===== config.mk =====
export PLATFORM = sky130hd
export DESIGN_NAME = unidade_de_controle_multiciclo
export DESIGN_NICKNAME = d
export VERILOG_FILES = /design/src/rtl/unidade_de_controle_multiciclo_pkg.sv /design/src/rtl/unidade_de_controle_multiciclo_decodificador.sv /design/src/rtl/unidade_de_controle_multiciclo.sv
export SDC_FILE = /design/constraint.sdc
export NUM_CORES = 1
export LEC_CHECK = 0
export ABC_AREA = 0
export BUFFER_PORTS_ARGS = -buffer_cell sky130_fd_sc_hd__buf_2
export CAP_MARGIN = 20
export CORE_ASPECT_RATIO = 2
export CORE_MARGIN = 1.5
export CORE_UTILIZATION = 56
export CTS_CLUSTER_SIZE = 12
export DETAILED_ROUTE_END_ITERATION = 10
export PLACE_DENSITY = 0.92
export SLEW_MARGIN = 10
export SYNTH_ARGS = -nofsm -noshare
export SYNTH_HDL_FRONTEND = slang
export SYNTH_SLANG_ARGS = --single-unit

===== constraint.sdc =====
create_clock -name clock -period 2.3 [get_ports clock]
set_input_delay 0.345 -clock clock [delete_from_list [all_inputs] [get_ports clock]]
set_output_delay 0.345 -clock clock [all_outputs]
set_load 0.005 [all_outputs]

===== src/rtl/unidade_de_controle_multiciclo_pkg.sv =====
// Shared encodings for the iZero multicycle control unit: ISA fields, ALU codes,
// mux selects, FSM states and the latched instruction class.
package unidade_de_controle_multiciclo_pkg;

  localparam int OP_W_DEF    = 6;
  localparam int FUNC_W_DEF  = 6;
  localparam int ALUOP_W_DEF = 5;

  // opcodes
  localparam logic [5:0] OP_R    = 6'd0;
  localparam logic [5:0] OP_ADDI = 6'd1;
  localparam logic [5:0] OP_SUBI = 6'd2;
  localparam logic [5:0] OP_MULI = 6'd3;
  localparam logic [5:0] OP_DIVI = 6'd4;
  localparam logic [5:0] OP_MODI = 6'd5;
  localparam logic [5:0] OP_ANDI = 6'd6;
  localparam logic [5:0] OP_EQI  = 6'd7;
  localparam logic [5:0] OP_LTI  = 6'd8;
  localparam logic [5:0] OP_LI   = 6'd9;
  localparam logic [5:0] OP_LA   = 6'd10;
  localparam logic [5:0] OP_LW   = 6'd16;
  localparam logic [5:0] OP_SW   = 6'd17;
  localparam logic [5:0] OP_J    = 6'd24;
  localparam logic [5:0] OP_JAL  = 6'd25;
  localparam logic [5:0] OP_JR   = 6'd26;
  localparam logic [5:0] OP_JF   = 6'd27;
  localparam logic [5:0] OP_IN   = 6'd32;
  localparam logic [5:0] OP_OUT  = 6'd33;
  localparam logic [5:0] OP_HALT = 6'd62;
  localparam logic [5:0] OP_NOP  = 6'd63;

  // R-type func field
  localparam logic [5:0] F_ADD = 6'd0;
  localparam logic [5:0] F_SUB = 6'd1;
  localparam logic [5:0] F_MUL = 6'd2;
  localparam logic [5:0] F_DIV = 6'd3;
  localparam logic [5:0] F_MOD = 6'd4;
  localparam logic [5:0] F_AND = 6'd8;
  localparam logic [5:0] F_MOV = 6'd14;
  localparam logic [5:0] F_EQ  = 6'd16;
  localparam logic [5:0] F_LT  = 6'd18;

  // ALU control, same for register and immediate forms
  localparam logic [4:0] ALU_ADD = 5'b00000;
  localparam logic [4:0] ALU_SUB = 5'b00001;
  localparam logic [4:0] ALU_MUL = 5'b00010;
  localparam logic [4:0] ALU_DIV = 5'b00011;
  localparam logic [4:0] ALU_MOD = 5'b00100;
  localparam logic [4:0] ALU_AND = 5'b01000;
  localparam logic [4:0] ALU_MOV = 5'b01110;
  localparam logic [4:0] ALU_EQ  = 5'b10000;
  localparam logic [4:0] ALU_LT  = 5'b10010;

  // PC source select
  localparam logic [1:0] PCS_MAIS1 = 2'b00;
  localparam logic [1:0] PCS_SALTO = 2'b01;
  localparam logic [1:0] PCS_REG   = 2'b10;
  localparam logic [1:0] PCS_JAL   = 2'b11;

  // register write-data select
  localparam logic [1:0] RWS_ALU = 2'b00;
  localparam logic [1:0] RWS_MEM = 2'b01;
  localparam logic [1:0] RWS_IN  = 2'b10;
  localparam logic [1:0] RWS_PC1 = 2'b11;

  typedef enum logic [2:0] {
    S_FETCH   = 3'd0,
    S_DECODE  = 3'd1,
    S_EXEC    = 3'd2,
    S_MEM     = 3'd3,
    S_WB      = 3'd4,
    S_HALT    = 3'd5,
    S_WAIT_IN = 3'd6
  } estado_t;

  // what the FSM needs to remember about the instruction once op/func go stale
  typedef enum logic [3:0] {
    C_NONE   = 4'd0,
    C_ALU    = 4'd1,   // single-cycle ALU op, mov, li, la
    C_MULDIV = 4'd2,
    C_LW     = 4'd3,
    C_SW     = 4'd4,
    C_OUT    = 4'd5,
    C_J      = 4'd6,
    C_JAL    = 4'd7,
    C_JR     = 4'd8,
    C_JF     = 4'd9,
    C_IN     = 4'd10,
    C_HALT   = 4'd11,
    C_NOP    = 4'd12,
    C_INV    = 4'd13
  } classe_t;

endpackage


===== src/rtl/unidade_de_controle_multiciclo_decodificador.sv =====
// Combinational instruction decoder: op/func -> class, ALU control and mux hints.
module decodificador_instrucao
  import unidade_de_controle_multiciclo_pkg::*;
#(
  parameter int OP_W    = OP_W_DEF,
  parameter int FUNC_W  = FUNC_W_DEF,
  parameter int ALUOP_W = ALUOP_W_DEF
) (
  input  logic [OP_W-1:0]    op,
  input  logic [FUNC_W-1:0]  func,
  output classe_t            classe,
  output logic [ALUOP_W-1:0] alu_op,
  output logic               is_reg_alu,
  output logic               is_rt_dest
);

  // anything not listed decodes as C_INV so the FSM drops it without writes
  always_comb begin
    classe     = C_INV;
    alu_op     = '0;
    is_reg_alu = 1'b0;
    is_rt_dest = 1'b0;
    case (op)
      OP_R: begin
        classe     = C_ALU;
        is_reg_alu = 1'b1;
        case (func)
          F_ADD: alu_op = ALUOP_W'(ALU_ADD);
          F_SUB: alu_op = ALUOP_W'(ALU_SUB);
          F_MUL: begin alu_op = ALUOP_W'(ALU_MUL); classe = C_MULDIV; end
          F_DIV: begin alu_op = ALUOP_W'(ALU_DIV); classe = C_MULDIV; end
          F_MOD: begin alu_op = ALUOP_W'(ALU_MOD); classe = C_MULDIV; end
          F_AND: alu_op = ALUOP_W'(ALU_AND);
          F_MOV: begin alu_op = ALUOP_W'(ALU_MOV); is_rt_dest = 1'b1; end
          F_EQ:  alu_op = ALUOP_W'(ALU_EQ);
          F_LT:  alu_op = ALUOP_W'(ALU_LT);
          default: begin classe = C_INV; is_reg_alu = 1'b0; end
        endcase
      end
      OP_ADDI, OP_SUBI, OP_MULI, OP_DIVI, OP_MODI, OP_ANDI, OP_EQI, OP_LTI: begin
        classe     = C_ALU;
        is_rt_dest = 1'b1;
        case (op)
          OP_ADDI: alu_op = ALUOP_W'(ALU_ADD);
          OP_SUBI: alu_op = ALUOP_W'(ALU_SUB);
          OP_MULI: begin alu_op = ALUOP_W'(ALU_MUL); classe = C_MULDIV; end
          OP_DIVI: begin alu_op = ALUOP_W'(ALU_DIV); classe = C_MULDIV; end
          OP_MODI: begin alu_op = ALUOP_W'(ALU_MOD); classe = C_MULDIV; end
          OP_ANDI: alu_op = ALUOP_W'(ALU_AND);
          OP_EQI:  alu_op = ALUOP_W'(ALU_EQ);
          default: alu_op = ALUOP_W'(ALU_LT);
        endcase
      end
      // li/la pass the immediate straight through the ALU
      OP_LI, OP_LA: begin classe = C_ALU; alu_op = ALUOP_W'(ALU_MOV); is_rt_dest = 1'b1; end
      OP_LW:   begin classe = C_LW; alu_op = ALUOP_W'(ALU_ADD); is_rt_dest = 1'b1; end
      OP_SW:   begin classe = C_SW; alu_op = ALUOP_W'(ALU_ADD); end
      OP_OUT:  begin classe = C_OUT; alu_op = ALUOP_W'(ALU_MOV); end
      OP_J:    classe = C_J;
      OP_JAL:  classe = C_JAL;
      OP_JR:   classe = C_JR;
      OP_JF:   begin classe = C_JF; is_reg_alu = 1'b1; end
      OP_IN:   begin classe = C_IN; is_rt_dest = 1'b1; end
      OP_HALT: classe = C_HALT;
      OP_NOP:  classe = C_NOP;
      default: classe = C_INV;
    endcase
  end

endmodule


===== src/rtl/unidade_de_controle_multiciclo.sv =====
// Multicycle control FSM for the iZero core: FETCH/DECODE/EXEC/MEM/WB sequencing,
// stretched EXEC for mul/div/mod, HALT and WAIT_IN parking.
module unidade_de_controle_multiciclo
  import unidade_de_controle_multiciclo_pkg::*;
#(
  parameter int OP_W          = OP_W_DEF,
  parameter int FUNC_W        = FUNC_W_DEF,
  parameter int ALUOP_W       = ALUOP_W_DEF,
  parameter int MULDIV_CYCLES = 4
) (
  input  logic               clock,
  input  logic               reset,
  input  logic               resume,
  input  logic               in_valid,
  input  logic               isFalse,
  input  logic [OP_W-1:0]    op,
  input  logic [FUNC_W-1:0]  func,
  output logic               pcWrite,
  output logic               irWrite,
  output logic               regWrite,
  output logic               memWrite,
  output logic               outWrite,
  output logic               isRegAluOp,
  output logic               isRTDest,
  output logic               isJal,
  output logic [1:0]         pcSource,
  output logic [1:0]         regWrtSelect,
  output logic [ALUOP_W-1:0] aluOp,
  output logic               halted
);

  estado_t              estado, prox;
  logic [3:0]           contador;
  classe_t              classe_q;
  logic [ALUOP_W-1:0]   aluop_q;
  logic                 reg_alu_q, rt_dest_q;

  classe_t              dec_classe;
  logic [ALUOP_W-1:0]   dec_aluop;
  logic                 dec_reg_alu, dec_rt_dest;

  decodificador_instrucao #(
    .OP_W(OP_W), .FUNC_W(FUNC_W), .ALUOP_W(ALUOP_W)
  ) u_dec (
    .op(op), .func(func),
    .classe(dec_classe), .alu_op(dec_aluop),
    .is_reg_alu(dec_reg_alu), .is_rt_dest(dec_rt_dest)
  );

  // state register
  always_ff @(posedge clock) begin
    if (!reset) estado <= S_FETCH;
    else        estado <= prox;
  end

  // latch decode results in DECODE and run the mul/div EXEC down-counter
  always_ff @(posedge clock) begin
    if (!reset) begin
      contador  <= '0;
      classe_q  <= C_NONE;
      aluop_q   <= '0;
      reg_alu_q <= 1'b0;
      rt_dest_q <= 1'b0;
    end else if (estado == S_DECODE) begin
      classe_q  <= dec_classe;
      aluop_q   <= dec_aluop;
      reg_alu_q <= dec_reg_alu;
      rt_dest_q <= dec_rt_dest;
      contador  <= (dec_classe == C_MULDIV) ? 4'(MULDIV_CYCLES - 1) : 4'd0;
    end else if (estado == S_EXEC && contador != 4'd0) begin
      contador <= contador - 4'd1;
    end
  end

  assign aluOp      = aluop_q;
  assign isRegAluOp = reg_alu_q;
  assign isRTDest   = rt_dest_q;

  // next state and strobes; only DECODE looks at the raw decoder, outputs use latched class
  always_comb begin
    prox         = estado;
    pcWrite      = 1'b0;
    irWrite      = 1'b0;
    regWrite     = 1'b0;
    memWrite     = 1'b0;
    outWrite     = 1'b0;
    isJal        = 1'b0;
    halted       = 1'b0;
    pcSource     = PCS_MAIS1;
    regWrtSelect = RWS_ALU;
    case (estado)
      S_FETCH: begin
        irWrite = 1'b1;
        pcWrite = 1'b1;
        prox    = S_DECODE;
      end
      S_DECODE: begin
        case (dec_classe)
          C_HALT:                 prox = S_HALT;
          C_IN:                   prox = S_WAIT_IN;
          C_NOP, C_INV, C_NONE:   prox = S_FETCH;
          default:                prox = S_EXEC;
        endcase
      end
      S_EXEC: begin
        prox = S_FETCH;
        case (classe_q)
          C_MULDIV:          prox = (contador == 4'd0) ? S_WB : S_EXEC;
          C_ALU:             prox = S_WB;
          C_LW, C_SW, C_OUT: prox = S_MEM;
          C_J:  begin pcWrite = 1'b1; pcSource = PCS_SALTO; end
          C_JR: begin pcWrite = 1'b1; pcSource = PCS_REG; end
          C_JF: begin pcWrite = isFalse; pcSource = PCS_SALTO; end
          C_JAL: begin
            pcWrite      = 1'b1;
            pcSource     = PCS_JAL;
            regWrite     = 1'b1;
            isJal        = 1'b1;
            regWrtSelect = RWS_PC1;
          end
          default: ;
        endcase
      end
      S_MEM: begin
        memWrite = (classe_q == C_SW);
        outWrite = (classe_q == C_OUT);
        prox     = (classe_q == C_LW) ? S_WB : S_FETCH;
      end
      S_WB: begin
        regWrite = 1'b1;
        if (classe_q == C_LW)      regWrtSelect = RWS_MEM;
        else if (classe_q == C_IN) regWrtSelect = RWS_IN;
        prox = S_FETCH;
      end
      S_HALT: begin
        halted = 1'b1;
        if (resume) prox = S_FETCH;
      end
      S_WAIT_IN: begin
        if (in_valid) prox = S_WB;
      end
      default: prox = S_FETCH;
    endcase
    // while reset is held the core is parked in FETCH and must not load PC/IR
    if (!reset) begin
      pcWrite      = 1'b0;
      irWrite      = 1'b0;
      regWrite     = 1'b0;
      memWrite     = 1'b0;
      outWrite     = 1'b0;
      isJal        = 1'b0;
      halted       = 1'b0;
      pcSource     = PCS_MAIS1;
      regWrtSelect = RWS_ALU;
    end
  end

endmodule

==> impl_metrics.prom, run 1 <==
# TYPE chip_impl_metric gauge
chip_impl_metric{name="chipWidth",unit="um"} 42.9
chip_impl_metric{name="finClkSkew",unit="ns"} 0.00147
chip_impl_metric{name="wire_length_of_the_first_global_routing_pass",unit="um"} 8340
chip_impl_metric{name="grt_pass1_vias",unit=""} 1878
chip_impl_metric{name="mappedNetlistArea",unit="sq um"} 1780
chip_impl_info{name="ys_top_cells_by_count",value="25 x nand2_1, 25 x nor2_1, 21 x o21ai_0"} 1
chip_impl_metric{name="layout_worst_path_cycle_share",unit=""} 0.867
chip_impl_metric{name="buffer_ports.inserted",unit=""} 34
chip_impl_info{name="hold_path.class",value="input port to flop"} 1
chip_impl_metric{name="average_detailed_routed_wire_length_per_instance",unit="um"} 16.5
chip_impl_metric{name="areaGrowthSynthToFinish",unit="%"} 14.0
chip_impl_metric{name="worstSkewPairLatency",unit="ns"} 0.26
chip_impl_info{name="crit-reg2reg-capture",value="contador[1]$_SDFFE_PN0P_"} 1
chip_impl_metric{name="max-vdd-ir-drop",unit="V"} 0.000371
chip_impl_metric{name="post_route_setup_tns",unit="ns"} 0
chip_impl_metric{name="timing_worst_slew_pin_value",unit="ns"} 0.608
chip_impl_metric{name="number_of_flops_mapped_to_enable_cells_by_yosys",unit=""} 0
chip_impl_metric{name="antenna_violating_nets_post_route",unit=""} 0
chip_impl_metric{name="floorplan.io_pins",unit=""} 35
chip_impl_metric{name="worst_setup_slack_for_register_to_register_paths",unit="ns"} 0.52
chip_impl_metric{name="pwr_density_cell",unit="nW/um^2"} 443
chip_impl_metric{name="detailed_place_hpwl",unit="um"} 4110
chip_impl_metric{name="detail_route.iter0.violations",unit=""} 86
chip_impl_metric{name="timing.max_cap.violations",unit=""} 0
chip_impl_metric{name="path_max_fanout",unit=""} 10
chip_impl_metric{name="netlist.area_leader.share",unit=""} 0.202
chip_impl_metric{name="worst-endpoint-arrival",unit="ns"} 1.65
chip_impl_info{name="cp-end-kind",value="output pin"} 1
chip_impl_metric{name="place.gp.congestion",unit=""} 0.970
chip_impl_metric{name="async_flop_share",unit=""} 0
chip_impl_metric{name="number_of_iterations_in_the_first_detailed_routing_pass",unit=""} 4
chip_impl_metric{name="clock_tree_sinks",unit=""} 18
chip_impl_metric{name="floorplan.die.height",unit="um"} 82.8
chip_impl_metric{name="grt_start_max_net_pins",unit=""} 20
chip_impl_info{name="status",value="completed"} 1
chip_impl_metric{name="hold_depth",unit=""} 2
chip_impl_metric{name="drt_drc_violations_left",unit=""} 0
chip_impl_metric{name="layout_min_cycle_time",unit="ns"} 1.99
chip_impl_metric{name="finalCoreUtilization",unit=""} 0.682
chip_impl_metric{name="number_of_warning_messages_in_the_yosys_log",unit=""} 0
chip_impl_info{name="ys_top_cells_by_area",value="dfxtp_1 20%, o21ai_0 5.9%, nand2_1 5.3%"} 1
chip_impl_info{name="synth_flop_cell",value="dfxtp_1"} 1
chip_impl_info{name="post-synth-top-area-cell",value="dfxtp_1"} 1
chip_impl_metric{name="routed_wl",unit="um"} 5240
chip_impl_metric{name="core_region_area",unit="sq um"} 2980
chip_impl_info{name="worst_hold_startpoint",value="resume"} 1
chip_impl_info{name="critical_path.reg2reg.startpoint",value="contador[0]$_SDFFE_PN0P_"} 1
chip_impl_metric{name="global_router_s_overall_resource_usage",unit=""} 0.307
chip_impl_metric{name="synth_cell_type_count",unit=""} 58
chip_impl_info{name="hold_end",value="estado[0]$_SDFFE_PN0P_"} 1
chip_impl_info{name="critical_path.startpoint_type",value="flop"} 1
chip_impl_metric{name="initial_utilization",unit=""} 0.598
chip_impl_metric{name="cts.reportedPaths.clkPinSlew",unit="ns"} 0.07
chip_impl_metric{name="synth_nets",unit=""} 279
chip_impl_metric{name="final_number_of_max_transition_violations",unit=""} 0
chip_impl_info{name="rsz0062_at_grt",value="no"} 1
chip_impl_metric{name="post_route_cells_drive_above_1_share",unit=""} 0.216
chip_impl_metric{name="cts-hold-fix-buffers",unit=""} 0
chip_impl_metric{name="flip_flop_and_latch_count_after_synthesis",unit=""} 18
chip_impl_metric{name="ys_seq_area_frac",unit=""} 0.202
chip_impl_metric{name="layout_nets",unit=""} 306
chip_impl_metric{name="power.static_leakage",unit="nW"} 0.769
chip_impl_metric{name="gr-total-overflow",unit=""} 0
chip_impl_metric{name="die_area",unit="sq um"} 3550
chip_impl_metric{name="htree_num_levels",unit=""} 1
chip_impl_info{name="critPathKind",value="flop to output pin"} 1
chip_impl_metric{name="max_freq",unit="GHz"} 0.501
chip_impl_metric{name="timing.reg2reg.worst_path_depth",unit=""} 7
chip_impl_metric{name="num_antenna_cells",unit=""} 0
chip_impl_metric{name="syn_avg_cell_area",unit="sq um"} 6.83
chip_impl_metric{name="cts_max_path_bufs",unit=""} 2
chip_impl_metric{name="required_arrival_time_at_the_worst_endpoint",unit="ns"} 1.96
chip_impl_metric{name="final.hold.worst_slack",unit="ns"} 0.287
chip_impl_metric{name="antenna_found_initial",unit=""} 0
chip_impl_metric{name="cts_inserted_buffers",unit=""} 3
chip_impl_metric{name="synth_cells",unit=""} 261
chip_impl_info{name="tritoncts",value="built"} 1
chip_impl_metric{name="timing.final.setup_violations",unit=""} 0
chip_impl_metric{name="post_cts.repair.setup_buffers",unit=""} 0
chip_impl_metric{name="detailroute.via_count",unit=""} 2109
chip_impl_metric{name="detail_route.vias_per_cell",unit=""} 6.65
chip_impl_metric{name="final_hold_viol_count",unit=""} 0
chip_impl_metric{name="cts-resized-gates",unit=""} 0
chip_impl_metric{name="floorplan.rows",unit=""} 28
chip_impl_metric{name="timing.slew.headroom",unit=""} 0.592
chip_impl_info{name="clockRootBuffer",value="clkbuf_8"} 1
[through the flow]
step	instance area [sq um]	worst slack [ns]	cells	total power, mW
after detailed placement	1980	0.282	313	0.636
after floorplan	1780	0.512	261	0.554
after global placement	1980	0.291	313	0.630
final	2030	0.305	317	0.900
after global routing	2030	0.225	317	0.938
after CTS	2030	0.307	317	0.896
[worst max-delay path: stages, from the launching register on]
cell,delay (ns)
dfxtp_1,0.31
buf_4,0.17
or3_1,0.41
o32a_1,0.31
nor2_1,0.08
buf_2,0.11
[logic make-up after synthesis]
family / Yosys count / synth area share
buf+inv: 31 / 0.0723
simple gates: 119 / 0.347
compound gates: 83 / 0.326
xor+xnor: 8 / 0.0393
fa+ha+maj: 1 / 0.00702
flops: 18 / 0.202
mux: 1 / 0.00632
[routing by layer]
layer / wire length [um] / track usage
met4: 338 / 0.213
met3: 273 / 0.0325
met2: 2840 / 0.597
met1: 1790 / 0.285
met5: 0 / 0
[final cells by class]
cell class / count / area (sq um)
fill: 271 / 946
tap: 30 / 37.5
sequential: 18 / 360
clock buffer: 4 / 55.1
inverter: 7 / 26.3
timing repair buffer: 46 / 260
multi-input combinational: 212 / 1290
[placed cells by master (no fill, tap or decap), types with 4 or more instances in the layout]
cell	n
xnor2_1	4
o31ai_1	5
o21ai_0	21
nor2_1	25
a31oi_1	6
nand2b_1	11
o21a_1	4
a211oi_1	6
buf_4	12
or3_1	4
a21oi_1	16
clkbuf_8	4
nand3_1	8
nor2b_1	11
nor3_1	13
dfxtp_1	18
nand2_1	25
xor2_1	4
inv_1	7
buf_2	34
[flip-flops by register name, summed over array words and instances (netlist names)]
| name | flops |
|---|---|
| estado | 3 |
| classe_q | 4 |
| isRegAluOp | 1 |
| isRTDest | 1 |
| aluOp | 5 |
| contador | 4 |
[how the worst max path moves through the flow]
stage                               endpoint  cells after the start  slack (ns)                   start
floorplan           contador[1]$_SDFFE_PN0P_                      6        0.51                 func[2]
global placement      estado[2]$_SDFFE_PN0P_                      6        0.29                   op[1]
detailed placement    estado[2]$_SDFFE_PN0P_                      6        0.28                   op[1]
CTS                          regWrtSelect[1]                      5        0.31  estado[0]$_SDFFE_PN0P_
global route                 regWrtSelect[1]                      6        0.23  estado[1]$_SDFFE_PN0P_
finish                       regWrtSelect[1]                      5        0.31  estado[0]$_SDFFE_PN0P_
[power breakdown]
part	internal (mW)	switching [mW]	leakage, nW
logic	0.113	0.170	0.594
clock network	0.152	0.112	0.0288
registers	0.329	0.0228	0.147
Note: power is estimated with default switching activity, not from simulation.
==> inputs of run 2 (changes only) <==
--- a/config.mk
+++ b/config.mk
@@ -13,7 +13,8 @@
 export CORE_UTILIZATION = 56
 export CTS_CLUSTER_SIZE = 12
 export DETAILED_ROUTE_END_ITERATION = 10
-export PLACE_DENSITY = 0.92
+export MAX_ROUTING_LAYER = met4
+export PLACE_DENSITY_LB_ADDON = 0.12
 export SLEW_MARGIN = 10
 export SYNTH_ARGS = -nofsm -noshare
 export SYNTH_HDL_FRONTEND = slang
==> run 2 against run 1 <==
Count of clock-buffer cells in the layout stayed put; hold slack better by 0.0039 ns; sequential power hardly changed; via count is 3.9% lower; total power is 1.7% lower; global-route usage is 0.59 points higher; critical path type unchanged; combinational power is 4% lower; sequential cell count stayed put.
==> impl_metrics.prom, run 2 (synthesis results as in run 1) <==
# TYPE chip_impl_metric gauge
chip_impl_info{name="status",value="completed"} 1
chip_impl_metric{name="post_route_setup_tns",unit="ns"} 0
chip_impl_metric{name="place.gp.congestion",unit=""} 1.04
chip_impl_metric{name="detailed_place_hpwl",unit="um"} 3800
chip_impl_metric{name="area_taken_by_multi_input_logic_gates",unit="sq um"} 1290
chip_impl_metric{name="areaGrowthSynthToFinish",unit="%"} 12.4
chip_impl_metric{name="met1_track_utilization_from_global_routing",unit=""} 0.321
chip_impl_info{name="hold_path.class",value="input port to flop"} 1
chip_impl_metric{name="antenna_violating_nets_post_route",unit=""} 0
chip_impl_metric{name="detail_route.vias_per_cell",unit=""} 6.47
chip_impl_metric{name="max-vdd-ir-drop",unit="V"} 0.000294
chip_impl_info{name="critical_path.startpoint_type",value="flop"} 1
chip_impl_metric{name="clock_tree_sinks",unit=""} 18
chip_impl_metric{name="final_cell_count_no_fill",unit=""} 313
chip_impl_metric{name="layout.cell_area.non_filler",unit="sq um"} 2000
chip_impl_metric{name="regArea",unit="sq um"} 360
chip_impl_metric{name="global_router_s_overall_resource_usage",unit=""} 0.313
chip_impl_metric{name="average_detailed_routed_wire_length_per_instance",unit="um"} 15.7
chip_impl_metric{name="buffer_ports.inserted",unit=""} 34
chip_impl_metric{name="timing.final.setup_violations",unit=""} 0
chip_impl_info{name="mostFrequentLayoutCell",value="buf_2"} 1
chip_impl_metric{name="post-layout-total-power",unit="mW"} 0.884
chip_impl_metric{name="timing.slew.headroom",unit=""} 0.617
chip_impl_info{name="layout_common_cells",value="34 x buf_2, 25 x nand2_1, 25 x nor2_1, 21 x o21ai_0, 18 x dfxtp_1"} 1
chip_impl_metric{name="final_number_of_max_transition_violations",unit=""} 0
chip_impl_metric{name="finClkSkew",unit="ns"} 0.00314
chip_impl_metric{name="power.static_leakage",unit="nW"} 0.750
chip_impl_metric{name="chipWidth",unit="um"} 42.9
chip_impl_metric{name="cts-resized-gates",unit=""} 0
chip_impl_metric{name="grt_util_met3",unit=""} 0.0238
chip_impl_metric{name="floorplan.rows",unit=""} 28
chip_impl_metric{name="detailroute.via_count",unit=""} 2026
chip_impl_metric{name="layout_nets",unit=""} 302
chip_impl_metric{name="required_arrival_time_at_the_worst_endpoint",unit="ns"} 1.96
chip_impl_info{name="rsz0062_at_grt",value="no"} 1
chip_impl_metric{name="grt_start_max_net_pins",unit=""} 22
chip_impl_info{name="worstPathCellList",value="nor2b_1 -> nand2_1 -> o311a_1 -> nor3_1 -> buf_2"} 1
chip_impl_metric{name="post_cts.repair.setup_buffers",unit=""} 0
chip_impl_metric{name="core_region_area",unit="sq um"} 2980
chip_impl_metric{name="num_antenna_cells",unit=""} 0
chip_impl_info{name="tritoncts",value="built"} 1
chip_impl_metric{name="placedCellCount",unit=""} 309
chip_impl_metric{name="htree_num_levels",unit=""} 1
chip_impl_metric{name="worstSkewPairLatency",unit="ns"} 0.25
chip_impl_metric{name="layout_min_cycle_time",unit="ns"} 1.89
chip_impl_metric{name="layout_worst_path_cycle_share",unit=""} 0.824
chip_impl_metric{name="final_hold_viol_count",unit=""} 0
chip_impl_metric{name="antenna_found_initial",unit=""} 0
chip_impl_info{name="grt_busiest_layer",value="met2"} 1
chip_impl_metric{name="floorplan.die.height",unit="um"} 82.8
chip_impl_metric{name="pwr_density_cell",unit="nW/um^2"} 442
chip_impl_metric{name="number_of_iterations_in_the_first_detailed_routing_pass",unit=""} 4
chip_impl_metric{name="timing.max_cap.violations",unit=""} 0
chip_impl_metric{name="wire_length_of_the_first_global_routing_pass",unit="um"} 8270
chip_impl_metric{name="timing_worst_slew_pin_value",unit="ns"} 0.571
chip_impl_metric{name="post_route_cells_drive_above_1_share",unit=""} 0.205
chip_impl_metric{name="drt_drc_violations_left",unit=""} 0
chip_impl_metric{name="cts-hold-fix-buffers",unit=""} 0
chip_impl_metric{name="place_area",unit="sq um"} 1950
chip_impl_info{name="critPathKind",value="flop to output pin"} 1
chip_impl_metric{name="routed_wl",unit="um"} 4920
chip_impl_info{name="critical_path.slowest_cell",value="dfxtp_1"} 1
chip_impl_metric{name="path_buf_inv",unit=""} 1
chip_impl_metric{name="timing.critical_path.slowest_cell_delay",unit="ns"} 0.47
chip_impl_metric{name="detail_route.iter0.violations",unit=""} 54
chip_impl_metric{name="max_reg_flops",unit=""} 5
chip_impl_metric{name="n_fill_cell",unit=""} 290
chip_impl_metric{name="grt_pass1_vias",unit=""} 1805
chip_impl_metric{name="path_max_fanout",unit=""} 9
chip_impl_metric{name="cts_inserted_buffers",unit=""} 3
chip_impl_metric{name="floorplan.io_pins",unit=""} 35
chip_impl_metric{name="cts.reportedPaths.clkPinSlew",unit="ns"} 0.07
chip_impl_metric{name="max_freq",unit="GHz"} 0.528
chip_impl_metric{name="gr-total-overflow",unit=""} 0
chip_impl_info{name="critical-path-top-delay-family",value="simple AND/OR/NAND/NOR gates"} 1
chip_impl_metric{name="cts_max_path_bufs",unit=""} 2
chip_impl_metric{name="die_area",unit="sq um"} 3550
chip_impl_info{name="cp-end-kind",value="output pin"} 1
chip_impl_info{name="clockRootBuffer",value="clkbuf_8"} 1
chip_impl_metric{name="initial_utilization",unit=""} 0.598
chip_impl_metric{name="fraction_of_met2_tracks_used_by_global_routing",unit=""} 0.568
chip_impl_metric{name="worst-endpoint-arrival",unit="ns"} 1.55
==> run 2: changes by cell type in the layout (fill, tap and decap cells not counted) <==
cell	before	now
buf_4	12	8
==> run 2: final timing paths <==
kind	endpoint	startpoint	depth (start not counted)	slack, ns
max	pcWrite	classe_q[2]$_SDFFE_PN0P_	5	0.41
min	estado[0]$_SDFFE_PN0P_	resume	2	0.29
max reg2reg	contador[0]$_SDFFE_PN0P_	contador[0]$_SDFFE_PN0P_	6	0.53
min reg2reg	aluOp[1]$_SDFFE_PN0P_	aluOp[1]$_SDFFE_PN0P_	2	0.46
==> run 2: power by group <==
group	leakage, nW	switching, mW	internal [mW]
clock	0.0288	0.106	0.152
combinational	0.574	0.165	0.108
sequential	0.147	0.0240	0.329
total	0.750	0.295	0.589
==> run 2: per-stage QoR <==
step	hold slack, ns	utilization	worst slack, ns
5_1_grt	0.288	0.672	0.213
3_5_place_dp	0.447	0.654	0.293
6_report	0.290	0.672	0.406
4_1_cts	0.289	0.672	0.403
2_1_floorplan	0.447	-	0.512
3_3_place_gp	0.437	0.654	0.277
==> run 2: final cells by class <==
class / instances / area share
Multi-Input combinational cell: 212 / 0.646
Sequential cell: 18 / 0.180
Timing Repair Buffer: 42 / 0.115
Clock buffer: 4 / 0.0275
Tap cell: 30 / 0.0188
Inverter: 7 / 0.0131
==> run 2: worst reg2reg max path: cells and delay by family, from the launching register on <==
kind / cells / cell delay, ns
adders and majority gates: 1 / 0.16
and+or+nand+nor: 2 / 0.68
buffers and inverters: 1 / 0.07
DFF: 1 / 0.33
AOI/OAI and AO/OA: 2 / 0.43
==> run 2: metal layers <==
layer / up-vias / part of all wire
met4: 0 / 0.051
met3: 23 / 0.032
met2: 71 / 0.54
met1: 930 / 0.38
met5: - / 0
li1: 1002 / -
